--- src/rtl/table_load_seq_if.sv ---
// Byte-stream load channel and registered read port of the table loader.
// The loader sits on the slave side; whoever feeds bytes and issues reads is the master.
interface table_load_seq_if #(
    parameter int DATA_W = 8,
    parameter int IDX_W  = 4
);
    logic              in_valid;
    logic [DATA_W-1:0] in_data;
    logic              in_ready;
    logic [IDX_W-1:0]  rd_addr;
    logic [DATA_W-1:0] rd_data;

    modport master (
        output in_valid,
        output in_data,
        output rd_addr,
        input  in_ready,
        input  rd_data
    );

    modport slave (
        input  in_valid,
        input  in_data,
        input  rd_addr,
        output in_ready,
        output rd_data
    );
endinterface

--- src/rtl/table_load_seq.sv ---
// Sequential loader filling a DEPTH-entry lookup table from a valid/ready byte stream,
// with a registered read port and a direct tap of entry 0's low nibble.
module table_load_seq #(
    parameter int DATA_W  = 8,
    parameter int DEPTH   = 11,
    parameter int IDX_W   = 4,
    parameter int P_INDEX = 0
) (
    input  logic                 clk,
    input  logic                 rst,
    input  logic                 start,
    table_load_seq_if.slave      bus,
    output logic                 load_done,
    output logic [3:0]           entry0_lo,
    output logic [IDX_W-1:0]     count,
    output logic                 ovf_err
);

    typedef enum logic [1:0] {
        IDLE = 2'd0,
        LOAD = 2'd1,
        DONE = 2'd2
    } state_t;

    localparam logic [IDX_W-1:0] LAST_IDX  = IDX_W'(DEPTH - 1);
    localparam logic [IDX_W-1:0] DEPTH_IDX = IDX_W'(DEPTH);

    state_t            state;
    state_t            state_next;
    logic [IDX_W-1:0]  wptr;
    logic [DATA_W-1:0] table_mem [DEPTH];
    logic              accept;
    logic              last_beat;

    always_ff @(posedge clk) begin
        if (rst) begin
            state <= IDLE;
        end else begin
            state <= state_next;
        end
    end

    // A start pulse in any state (re)enters LOAD and blocks the beat of that cycle.
    always_comb begin
        state_next   = state;
        bus.in_ready = 1'b0;
        accept       = 1'b0;
        last_beat    = 1'b0;
        case (state)
            IDLE: begin
                if (start) begin
                    state_next = LOAD;
                end
            end
            LOAD: begin
                bus.in_ready = !start;
                accept       = bus.in_valid && !start;
                last_beat    = accept && (wptr == LAST_IDX);
                if (start) begin
                    state_next = LOAD;
                end else if (last_beat) begin
                    state_next = DONE;
                end
            end
            DONE: begin
                if (start) begin
                    state_next = LOAD;
                end
            end
            default: begin
                state_next = IDLE;
            end
        endcase
    end

    // wptr parks on the last index so it never leaves the table; count reaches DEPTH.
    always_ff @(posedge clk) begin
        if (rst) begin
            wptr      <= '0;
            count     <= '0;
            load_done <= 1'b0;
            ovf_err   <= 1'b0;
        end else if (start) begin
            wptr      <= '0;
            count     <= '0;
            load_done <= 1'b0;
            ovf_err   <= 1'b0;
        end else begin
            if (accept) begin
                count <= count + 1'b1;
                if (!last_beat) begin
                    wptr <= wptr + 1'b1;
                end
            end
            if (last_beat) begin
                load_done <= 1'b1;
            end
            if (bus.in_valid && (state != LOAD)) begin
                ovf_err <= 1'b1;
            end
        end
    end

    always_ff @(posedge clk) begin
        if (rst) begin
            for (int i = 0; i < DEPTH; i++) begin
                table_mem[i] <= '0;
            end
        end else if (start && (P_INDEX != 0)) begin
            for (int i = 0; i < DEPTH; i++) begin
                table_mem[i] <= '0;
            end
        end else if (accept) begin
            table_mem[wptr] <= bus.in_data;
        end
    end

    // Reads sample the table before any same-edge write lands.
    always_ff @(posedge clk) begin
        if (rst) begin
            bus.rd_data <= '0;
        end else if (bus.rd_addr < DEPTH_IDX) begin
            bus.rd_data <= table_mem[bus.rd_addr];
        end else begin
            bus.rd_data <= '0;
        end
    end

    assign entry0_lo = table_mem[0][3:0];

endmodule

--- src/flat_wrapper.sv ---
// flat-port wrapper written by rule: the top's interface ports become plain ports
module table_load_seq_flat 
#(
    parameter int DATA_W  = 8,
    parameter int DEPTH   = 11,
    parameter int IDX_W   = 4,
    parameter int P_INDEX = 0
)
  (clk, rst, start, load_done, entry0_lo, count, ovf_err, bus_in_valid, bus_in_data, bus_rd_addr, bus_in_ready, bus_rd_data);
  table_load_seq_if #(.DATA_W(DATA_W), .IDX_W(IDX_W)) bus_i ();
  input  logic clk;
  input  logic rst;
  input  logic start;
  output logic load_done;
  output logic [3:0] entry0_lo;
  output logic [IDX_W-1:0] count;
  output logic ovf_err;
  input wire logic [$bits(bus_i.in_valid)-1:0] bus_in_valid;
  input wire logic [$bits(bus_i.in_data)-1:0] bus_in_data;
  input wire logic [$bits(bus_i.rd_addr)-1:0] bus_rd_addr;
  output wire logic [$bits(bus_i.in_ready)-1:0] bus_in_ready;
  output wire logic [$bits(bus_i.rd_data)-1:0] bus_rd_data;
  assign bus_i.in_valid = bus_in_valid;
  assign bus_i.in_data = bus_in_data;
  assign bus_i.rd_addr = bus_rd_addr;
  assign bus_in_ready = bus_i.in_ready;
  assign bus_rd_data = bus_i.rd_data;
  table_load_seq #(.DATA_W(DATA_W), .DEPTH(DEPTH), .IDX_W(IDX_W), .P_INDEX(P_INDEX)) u_core (.clk(clk), .rst(rst), .start(start), .bus(bus_i), .load_done(load_done), .entry0_lo(entry0_lo), .count(count), .ovf_err(ovf_err));
endmodule
--- config.mk ---
export PLATFORM = sky130hd
export DESIGN_NAME = table_load_seq_flat
export DESIGN_NICKNAME = d
export VERILOG_FILES = /design/src/rtl/table_load_seq_if.sv /design/src/rtl/table_load_seq.sv /design/src/flat_wrapper.sv
export SDC_FILE = /design/constraint.sdc
export NUM_CORES = 1
export LEC_CHECK = 0
export ABC_AREA = 1
export CAP_MARGIN = 20
export CORE_ASPECT_RATIO = 1.2
export CORE_MARGIN = 5
export CORE_UTILIZATION = 25
export CTS_CLUSTER_DIAMETER = 200
export DETAILED_ROUTE_END_ITERATION = 10
export SYNTH_ARGS = -nofsm -noshare
export SYNTH_HDL_FRONTEND = slang
export SYNTH_SLANG_ARGS = --single-unit
--- constraint.sdc ---
create_clock -name clk -period 2.35 [get_ports clk]
set_input_delay 0.47 -clock clk [delete_from_list [all_inputs] [get_ports clk]]
set_output_delay 0.47 -clock clk [all_outputs]
set_load 0.01 [all_outputs]
==> results.tsv, run 1 <==
metric	value	unit
clock tree buffer depth	2	
Seq cells post-synth	108	
Hold/Removal Path Class	flop to flop	
Post-Synth XOR/XNOR Area	0.1747	%
die area	0.02300	mm2
TNS Setup	0	ns
initial antenna violation count	0	
CTS Sinks	108	
max_slew headroom	71.44	%
crit end category	output pin	
max-cap violation count	0	
TritonCTS Buffers	9	
worst vdd ir	0.0003349	V
hold_ws	0.4580	ns
Ant. Diodes	0	
DP Cell Count	843	
Compound-Gate Fraction of Synth Area	7.761	%
IO Pins	35	
actual transition at the worst max-transition pin	0.4279	ns
Adder-Cell Fraction of Synth Area	0.7487	%
nets	612	
post-synthesis sequential area ratio	59.10	%
largest net degree at the start of global routing	31	
Post-Syn Instances	534	
Avg Inst Size Synth	9.389	um2
initial core utilization	25.55	%
top-area cell type share of the netlist area	47.92	%
vias in the first global route	3794	
synth cell count leaders	nor2_1 (138), nand2_1 (91), edfxtp_1 (80)	
highest metal used	met4	
P_leak	2.481	nW
placement row count	56	
Die Span Y	165.1	um
outcome	completed	
data arrival at the endpoint of the critical path	1.72	ns
share of layout cells above drive strength 1	13.04	%
clock skew	0.007926	ns
Fill cells	2039	
cts hold-fix bufs	0	
metal2 WL	6292	um
Routed WL	12710	um
Yosys top cell by area	edfxtp_1	
hold path cells	2	
critical path start-end classification	input pin to output pin	
WP data required	1.88	ns
total number of vias	3724	
number of routed nets with antenna violations	0	
IO Port Bufs	34	
Overflow after GRT	0	
Post-synth EDFFs	80	
Max Slew Vio Count	0	
final std cells w/o fill	859	
Clock Tree Root	clkbuf_16	
Clock Latency Late Sink	0.35	ns
met3 wire len	595	um
Power Density	618.4	mW/mm2
RSZ-0062 raised after global routing	false	
Fin. Hold Viols	0	
simple-gate area share of the yosys netlist	26.95	%
post-DR vias/cell	4.335	
count leader, synth	nor2_1	
htree depth	3	
cts repair resizes	0	
Core Area	0.01962	mm2
period utilisation layout	93.23	%
Iteration-0 DRC Markers	296	
path depth of the worst reg2reg path	6	
iteration count of the initial detailed-routing pass	5	
Max FO, Critical Path	5	
largest family of logic cells by synthesized area	simple AND/OR/NAND/NOR gates	
ys flop type	edfxtp_1	
detailed placement HPWL	9489	um
fin area	0.006200	mm2
WL/cell	14.80	um
Final Power	3.834	mW
first-pass GRT wire length	20600	um
Final min period	2.191	ns
Synth cell types	27	
Post-CTS Setup Inserts	0	
Area after DPL	0.005933	mm2
wl on met1	5537	um
FMAX	0.4565	GHz
global placement routability congestion	0.8279	
syn_nets	553	
Final Setup Violations	0	
Syn. warnings	0	
total track usage	11.51	%
Die X	139.3	um
DR DRC count	0	
clock-pin slew on the worst setup and hold paths	0.07	ns
mux cell area share after synthesis	0	%
largest cells by area after synthesis	edfxtp_1 (48%), dfxtp_1 (11%), nor2_1 (10%)	
CTS tree	yes	
Synth async-reset ratio	0	%
post-synthesis cell area	0.005014	mm2
Area Overhead vs Synth	23.66	%
critical path startpoint category	input pin	
## sequential cells by signal, summed over array words and instances, names as in the netlist
register / count
u_core.table_mem: 88
u_core.state: 2
u_core.bus.rd_data: 8
u_core.ovf_err: 1
u_core.load_done: 1
u_core.count: 4
u_core.wptr: 4
## kinds of logic (layout without fill, tap and decap cells)
kind of cell    Yosys count  count (layout)
buf+inv                  63             127
xor+xnor                  1               1
fa+ha+maj                 3               3
flops                   108             108
simple gates            289             289
compound gates           70              70
## metrics by stage
| step | utilization [%] | setup slack, ns |
|---|---|---|
| 2_1_floorplan | - | 0.5758 |
| 3_3_place_gp | 30.24 | 0.04037 |
| 5_1_grt | 31.60 | 0.05282 |
| 6_report | 31.60 | 0.1592 |
| 4_1_cts | 31.60 | 0.1488 |
| 3_5_place_dp | 30.24 | 0.01595 |
## critical path, cell delays in order
cell and delay, ns:
clkdlybuf4s50_1 0.52, nor2_1 0.18, clkdlybuf4s50_1 0.56
## power breakdown
group / leakage (nW) / switching, mW / internal [mW]
Combinational: 1.30 / 0.201 / 0.122
Sequential: 1.05 / 0.0206 / 2.10
Clock: 0.129 / 0.642 / 0.749
Total: 2.48 / 0.863 / 2.97
## per-layer routing
layer  track usage, %  vias to the layer above
met5                0                        -
met4            4.582                        0
met3            2.131                       18
met2            20.25                      111
met1            13.97                     1724
li1                 -                     1871
## final timing paths
check	from	to	slack [ns]
worst max-delay path	start	bus_in_ready	0.16
worst min register to register	u_core.load_done	u_core.load_done	0.46
worst min-delay path	u_core.load_done	u_core.load_done	0.46
worst max register to register	u_core.wptr[0]	u_core.table_mem[5][6]	0.59
## placed cells by master (no fill, tap or decap)
master / instances
nor2_1: 138
nand2_1: 91
edfxtp_1: 80
inv_1: 41
o21ai_0: 35
clkdlybuf4s50_1: 34
dfxtp_1: 28
nand3_1: 26
buf_4: 26
a21oi_1: 18
o211ai_1: 14
nand2_4: 10
nor2_2: 9
clkbuf_16: 9
buf_12: 8
nor2_8: 5
clkbuf_1: 4
nor2_4: 3
o22ai_1: 3
ha_1: 3
inv_2: 2
nand2_2: 1
nand3_4: 1
or2_2: 1
nor3_1: 1
nor3b_1: 1
xor2_1: 1
nand3_2: 1
nand4_1: 1
clkinv_4: 1
clkinv_1: 1
clkbuf_8: 1
## layout make-up
cell class	instances	area, um2	area share, %
sequential	108	2963	47.79
multi-input combinational	363	1787	28.82
timing repair buffer	68	695.7	11.22
tap	261	326.6	5.267
clock buffer	14	254.0	4.097
inverter	43	161.4	2.603
clock inverter	2	12.51	0.2018
(Power assumes the default switching activity.)
==> inputs of run 2 (changes only) <==
--- a/config.mk
+++ b/config.mk
@@ -7,11 +7,15 @@
 export LEC_CHECK = 0
 export ABC_AREA = 1
 export CAP_MARGIN = 20
+export CELL_PAD_IN_SITES_DETAIL_PLACEMENT = 0
+export CELL_PAD_IN_SITES_GLOBAL_PLACEMENT = 1
 export CORE_ASPECT_RATIO = 1.2
 export CORE_MARGIN = 5
 export CORE_UTILIZATION = 25
 export CTS_CLUSTER_DIAMETER = 200
 export DETAILED_ROUTE_END_ITERATION = 10
+export PLACE_DENSITY_LB_ADDON = 0.1
+export SKIP_CTS_REPAIR_TIMING = 1
 export SYNTH_ARGS = -nofsm -noshare
 export SYNTH_HDL_FRONTEND = slang
 export SYNTH_SLANG_ARGS = --single-unit
==> results.tsv, run 2 (synthesized netlist as in run 1, its figures left out) <==
metric	value	unit	change
Clock Tree Root	clkbuf_16		unchanged
global placement routability congestion	0.7766		was 0.8279
hold_sp	u_core.load_done		unchanged
first-pass GRT wire length	23010	um	was 20600 um
Die Span Y	165.1	um	unchanged
Final WS setup	0.1380	ns	was 0.1592 ns
IO Pins	35		unchanged
Ant. Diodes	0		unchanged
total number of vias	3735		was 3724
max_slew headroom	68.30	%	was 71.44%
critical path startpoint category	input pin		unchanged
Final Setup Violations	0		unchanged
Fin. Hold Viols	0		unchanged
Iteration-0 DRC Markers	204		was 296
vias in the first global route	3896		was 3794
Worst Setup SP	start		unchanged
TritonCTS Buffers	9		unchanged
clock skew	0.005001	ns	was 0.007926 ns
die area	0.02300	mm2	unchanged
Reg-to-Reg Start	u_core.wptr[0]		unchanged
IO Port Bufs	34		unchanged
Power Density	631.3	mW/mm2	was 618.4 mW/mm2
htree depth	3		unchanged
WL/cell	17.11	um	was 14.80 um
Clock Latency Late Sink	0.35	ns	about the same
critical path start-end classification	input pin to output pin		unchanged
clock-pin slew on the worst setup and hold paths	0.07	ns	about the same
post-DR vias/cell	4.338		was 4.335
data arrival at the endpoint of the critical path	1.74	ns	was 1.72 ns
share of layout cells above drive strength 1	13.67	%	was 13.04%
total track usage	13.39	%	was 11.51%
CTS Sinks	108		unchanged
max reg flops	88		unchanged
DR DRC count	0		unchanged
detailed placement HPWL	10930	um	was 9489 um
most common cell after layout, fill and taps aside	nor2_1		unchanged
Hold/Removal Path Class	flop to flop		unchanged
FMAX	0.4521	GHz	was 0.4565 GHz
Max Slew Vio Count	0		unchanged
Overflow after GRT	0		unchanged
hold_ws	0.4544	ns	was 0.4580 ns
Biggest register	u_core.table_mem		unchanged
nets	615		was 612
largest registers	u_core.table_mem x88, u_core.bus.rd_data x8		unchanged
actual transition at the worst max-transition pin	0.4748	ns	was 0.4279 ns
number of routed nets with antenna violations	0		unchanged
Die X	139.3	um	unchanged
Max FO, Critical Path	5		unchanged
clock tree buffer depth	2		unchanged
Routed WL	14730	um	was 12710 um
pre-CTS setup slack	-0.04088	ns	was 0.01595 ns
Final min period	2.212	ns	was 2.191 ns
max-cap violation count	0		unchanged
RSZ-0062 raised after global routing	false		unchanged
period utilisation layout	94.13	%	was 93.23%
iteration count of the initial detailed-routing pass	4		was 5
worst vdd ir	0.0003148	V	was 0.0003349 V
initial core utilization	25.55	%	unchanged
Area Overhead vs Synth	25.23	%	was 23.66%
placement row count	56		unchanged
commonest non-fill, non-tap cells in the layout	nor2_1 (138), nand2_1 (91), edfxtp_1 (80)		unchanged
Fill cells	2083		was 2039
initial antenna violation count	0		unchanged
largest net degree at the start of global routing	31		unchanged
area of the multi-input gates	0.001787	mm2	unchanged
CTS tree	yes		unchanged
post-layout utilization of the core	32.00	%	was 31.60%
outcome	completed		unchanged
storage element area	0.002963	mm2	unchanged
Core Area	0.01962	mm2	unchanged
crit end category	output pin		unchanged
WP data required	1.88	ns	about the same
P_leak	2.521	nW	was 2.481 nW
==> run 2: report_power, final <==
group | internal [mW] | switching [mW]
sequential | 2.10 | 0.0207
clock | 0.846 | 0.654
combinational | 0.132 | 0.211
==> run 2: worst max-delay path: stages <==
cell	delay (ns)
clkdlybuf4s50_1	0.53
nor2_1	0.18
clkdlybuf4s50_1	0.56
==> run 2: layer usage <==
layer | track usage (%) | vias to the layer above | share of wire, %
li1 | - | 1881 | -
met1 | 16.53 | 1778 | 43
met2 | 23.88 | 63 | 52
met3 | 2.362 | 13 | 3.4
met4 | 4.226 | 0 | 1.9
met5 | 0 | - | 0
==> run 2: path summary, 6_finish.rpt <==
kind	slack, ns	to	cells past startpoint
worst min register to register	0.45	u_core.load_done	2
worst min-delay path	0.45	u_core.load_done	2
worst max-delay path	0.14	bus_in_ready	3
worst max register to register	0.64	u_core.table_mem[9][0]	6
==> run 2: stage by stage <==
step	setup TNS (ns)	cell area, um2	instances	power [mW]
floorplan	0	5014	534	2.335
global placement	-0.1495	5993	846	2.517
detailed placement	-0.7076	5993	846	2.517
CTS	0	6279	861	4.030
global route	0	6279	861	4.131
finish	0	6279	861	3.964
==> run 2: final cells by class <==
class,count,area share [%]
Clock buffer,12,3.926
Clock inverter,3,0.6178
Inverter,43,2.571
Multi-Input combinational cell,363,28.46
Sequential cell,108,47.19
Tap cell,261,5.201
Timing Repair Buffer,71,12.04
==> inputs of run 3 (changes only) <==
--- a/config.mk
+++ b/config.mk
@@ -11,7 +11,8 @@
 export CELL_PAD_IN_SITES_GLOBAL_PLACEMENT = 1
 export CORE_ASPECT_RATIO = 1.2
 export CORE_MARGIN = 5
-export CORE_UTILIZATION = 25
+export CORE_UTILIZATION = 47
+export CTS_BUF_LIST = sky130_fd_sc_hd__clkbuf_4 sky130_fd_sc_hd__clkbuf_8
 export CTS_CLUSTER_DIAMETER = 200
 export DETAILED_ROUTE_END_ITERATION = 10
 export PLACE_DENSITY_LB_ADDON = 0.1
==> results.tsv, run 3 (synthesized netlist as in run 1, its figures left out) <==
metric	value	unit	change
clock skew	0.01072	ns	was 0.005001 ns
CP max-delay cell	clkdlybuf4s50_1		unchanged
Final Setup Violations	0		unchanged
WP depth	3		unchanged
max_slew headroom	71.34	%	was 68.30%
Area after DPL	0.005778	mm2	was 0.005993 mm2
IO Port Bufs	34		unchanged
crit end category	output pin		unchanged
Clock Tree Root	clkbuf_8		was clkbuf_16
Clock Latency Late Sink	0.37	ns	was 0.35 ns
initial core utilization	47.91	%	was 25.55%
path depth of the worst reg2reg path	6		unchanged
Fill cells	932		was 2083
outcome	completed		unchanged
share of layout cells above drive strength 1	14.31	%	was 13.67%
total number of vias	3789		was 3735
worst vdd ir	0.0002462	V	was 0.0003148 V
Final WS setup	0.1748	ns	was 0.1380 ns
CTS tree	yes		unchanged
post-layout utilization of the core	57.13	%	was 32.00%
detailed placement HPWL	8957	um	was 10930 um
Sequential Power Share	59.2	%	was 53.5%
WL/cell	16.65	um	was 17.11 um
CTS Sinks	108		unchanged
TNS Setup	0	ns	unchanged
commonest non-fill, non-tap cells in the layout	nor2_1 (138), nand2_1 (91), edfxtp_1 (80)		unchanged
Core Area	0.01047	mm2	was 0.01962 mm2
first-pass GRT wire length	19450	um	was 23010 um
Die Span Y	123.1	um	was 165.1 um
iteration count of the initial detailed-routing pass	5		was 4
Final Power	3.580	mW	was 3.964 mW
IO Pins	35		unchanged
period utilisation layout	92.56	%	was 94.13%
hold_ws	0.4641	ns	was 0.4544 ns
Hold/Removal Path Class	flop to flop		unchanged
htree depth	3		unchanged
Crit path max-delay family	buffers and inverters		unchanged
placement row count	41		was 56
pre-CTS setup slack	0.004629	ns	was -0.04088 ns
initial antenna violation count	0		unchanged
Biggest register	u_core.table_mem		unchanged
switching share of power	23.96	%	was 22.35%
Fin. Hold Viols	0		unchanged
largest net degree at the start of global routing	29		was 31
global placement routability congestion	0.8372		was 0.7766
DP Cell Count	714		was 846
max reg flops	88		unchanged
max-cap violation count	0		unchanged
fin area	0.005978	mm2	was 0.006279 mm2
P_leak	2.462	nW	was 2.521 nW
Routed WL	12150	um	was 14730 um
Final min period	2.175	ns	was 2.212 ns
RSZ-0062 raised after global routing	false		unchanged
critical path startpoint category	input pin		unchanged
most common cell after layout, fill and taps aside	nor2_1		unchanged
nets	615		unchanged
die area	0.01284	mm2	was 0.02300 mm2
P_sw	0.8578	mW	was 0.8860 mW
vias in the first global route	3683		was 3896
clock network power share	31.8	%	was 37.8%
crit path cell chain	clkdlybuf4s50_1, nor2_1, clkdlybuf4s50_1		unchanged
WP data required	1.88	ns	about the same
hold path cells	2		unchanged
data arrival at the endpoint of the critical path	1.71	ns	was 1.74 ns
largest stage delay on the critical path	0.55	ns	was 0.56 ns
FMAX	0.4597	GHz	was 0.4521 GHz
Overflow after GRT	0		unchanged
largest registers	u_core.table_mem x88, u_core.bus.rd_data x8		unchanged
Die X	104.3	um	was 139.3 um
critical path start-end classification	input pin to output pin		unchanged
Ant. Diodes	0		unchanged
clock-pin slew on the worst setup and hold paths	0.10	ns	was 0.07 ns
number of routed nets with antenna violations	0		unchanged
post-DR vias/cell	5.190		was 4.338
Cell Int Power	2.722	mW	was 3.078 mW
Power Density	598.8	mW/mm2	was 631.3 mW/mm2
Worst Path Buf+Inv	2		unchanged
final std cells w/o fill	730		was 861
TritonCTS Buffers	9		unchanged
DR DRC count	0		unchanged
Iteration-0 DRC Markers	234		was 204
Max Slew Vio Count	0		unchanged
actual transition at the worst max-transition pin	0.4293	ns	was 0.4748 ns
Comb pwr share	9.0	%	was 8.7%
Area Overhead vs Synth	19.24	%	was 25.23%
Max FO, Critical Path	4		was 5
CP most frequent cell	clkdlybuf4s50_1		unchanged
clock tree buffer depth	2		unchanged
total track usage	19.81	%	was 13.39%
==> run 3: changes by cell type in the layout (fill, tap and decap cells not counted), sizes merged <==
cell	delta
clkinv	+2
clkinvlp	+1
inv	+1
clkbuf	-3
==> run 3: power by group through the flow <==
stage	Sequential [mW]	Clock [mW]	Combinational, mW
finish	2.12	1.14	0.322
global route	2.12	1.25	0.356
CTS	2.12	1.16	0.325
detailed placement	2.16	0	0.324
global placement	2.16	0	0.322
floorplan	2.16	0	0.175
==> run 3: metal layers <==
metal / share of wire, % / track usage (%)
met2: 49 / 32.49
met3: 5.8 / 3.551
met5: 0 / 0
met4: 3.5 / 9.798
met1: 42 / 25.44
==> run 3: area by class of cell <==
class | instances | area [um2] | share of cell area (%)
clock inverter | 7 | 76.32 | 1.277
tap | 129 | 161.4 | 2.700
timing repair buffer | 71 | 705.7 | 11.80
inverter | 43 | 161.4 | 2.700
sequential | 108 | 2963 | 49.56
clock buffer | 9 | 123.9 | 2.072
multi-input combinational | 363 | 1787 | 29.89
==> run 3: path summary, 6_finish.rpt <==
kind / startpoint / endpoint / slack, ns
setup / recovery: start / bus_in_ready / 0.17
setup reg to reg: u_core.wptr[0] / u_core.table_mem[9][3] / 0.65
hold reg to reg: u_core.load_done / u_core.load_done / 0.46
hold / removal: u_core.load_done / u_core.load_done / 0.46
==> run 3: tightest hold or removal path: stages, from the launching register on <==
cell and delay, ns:
dfxtp_1 0.32, inv_1 0.05, a21oi_1 0.05
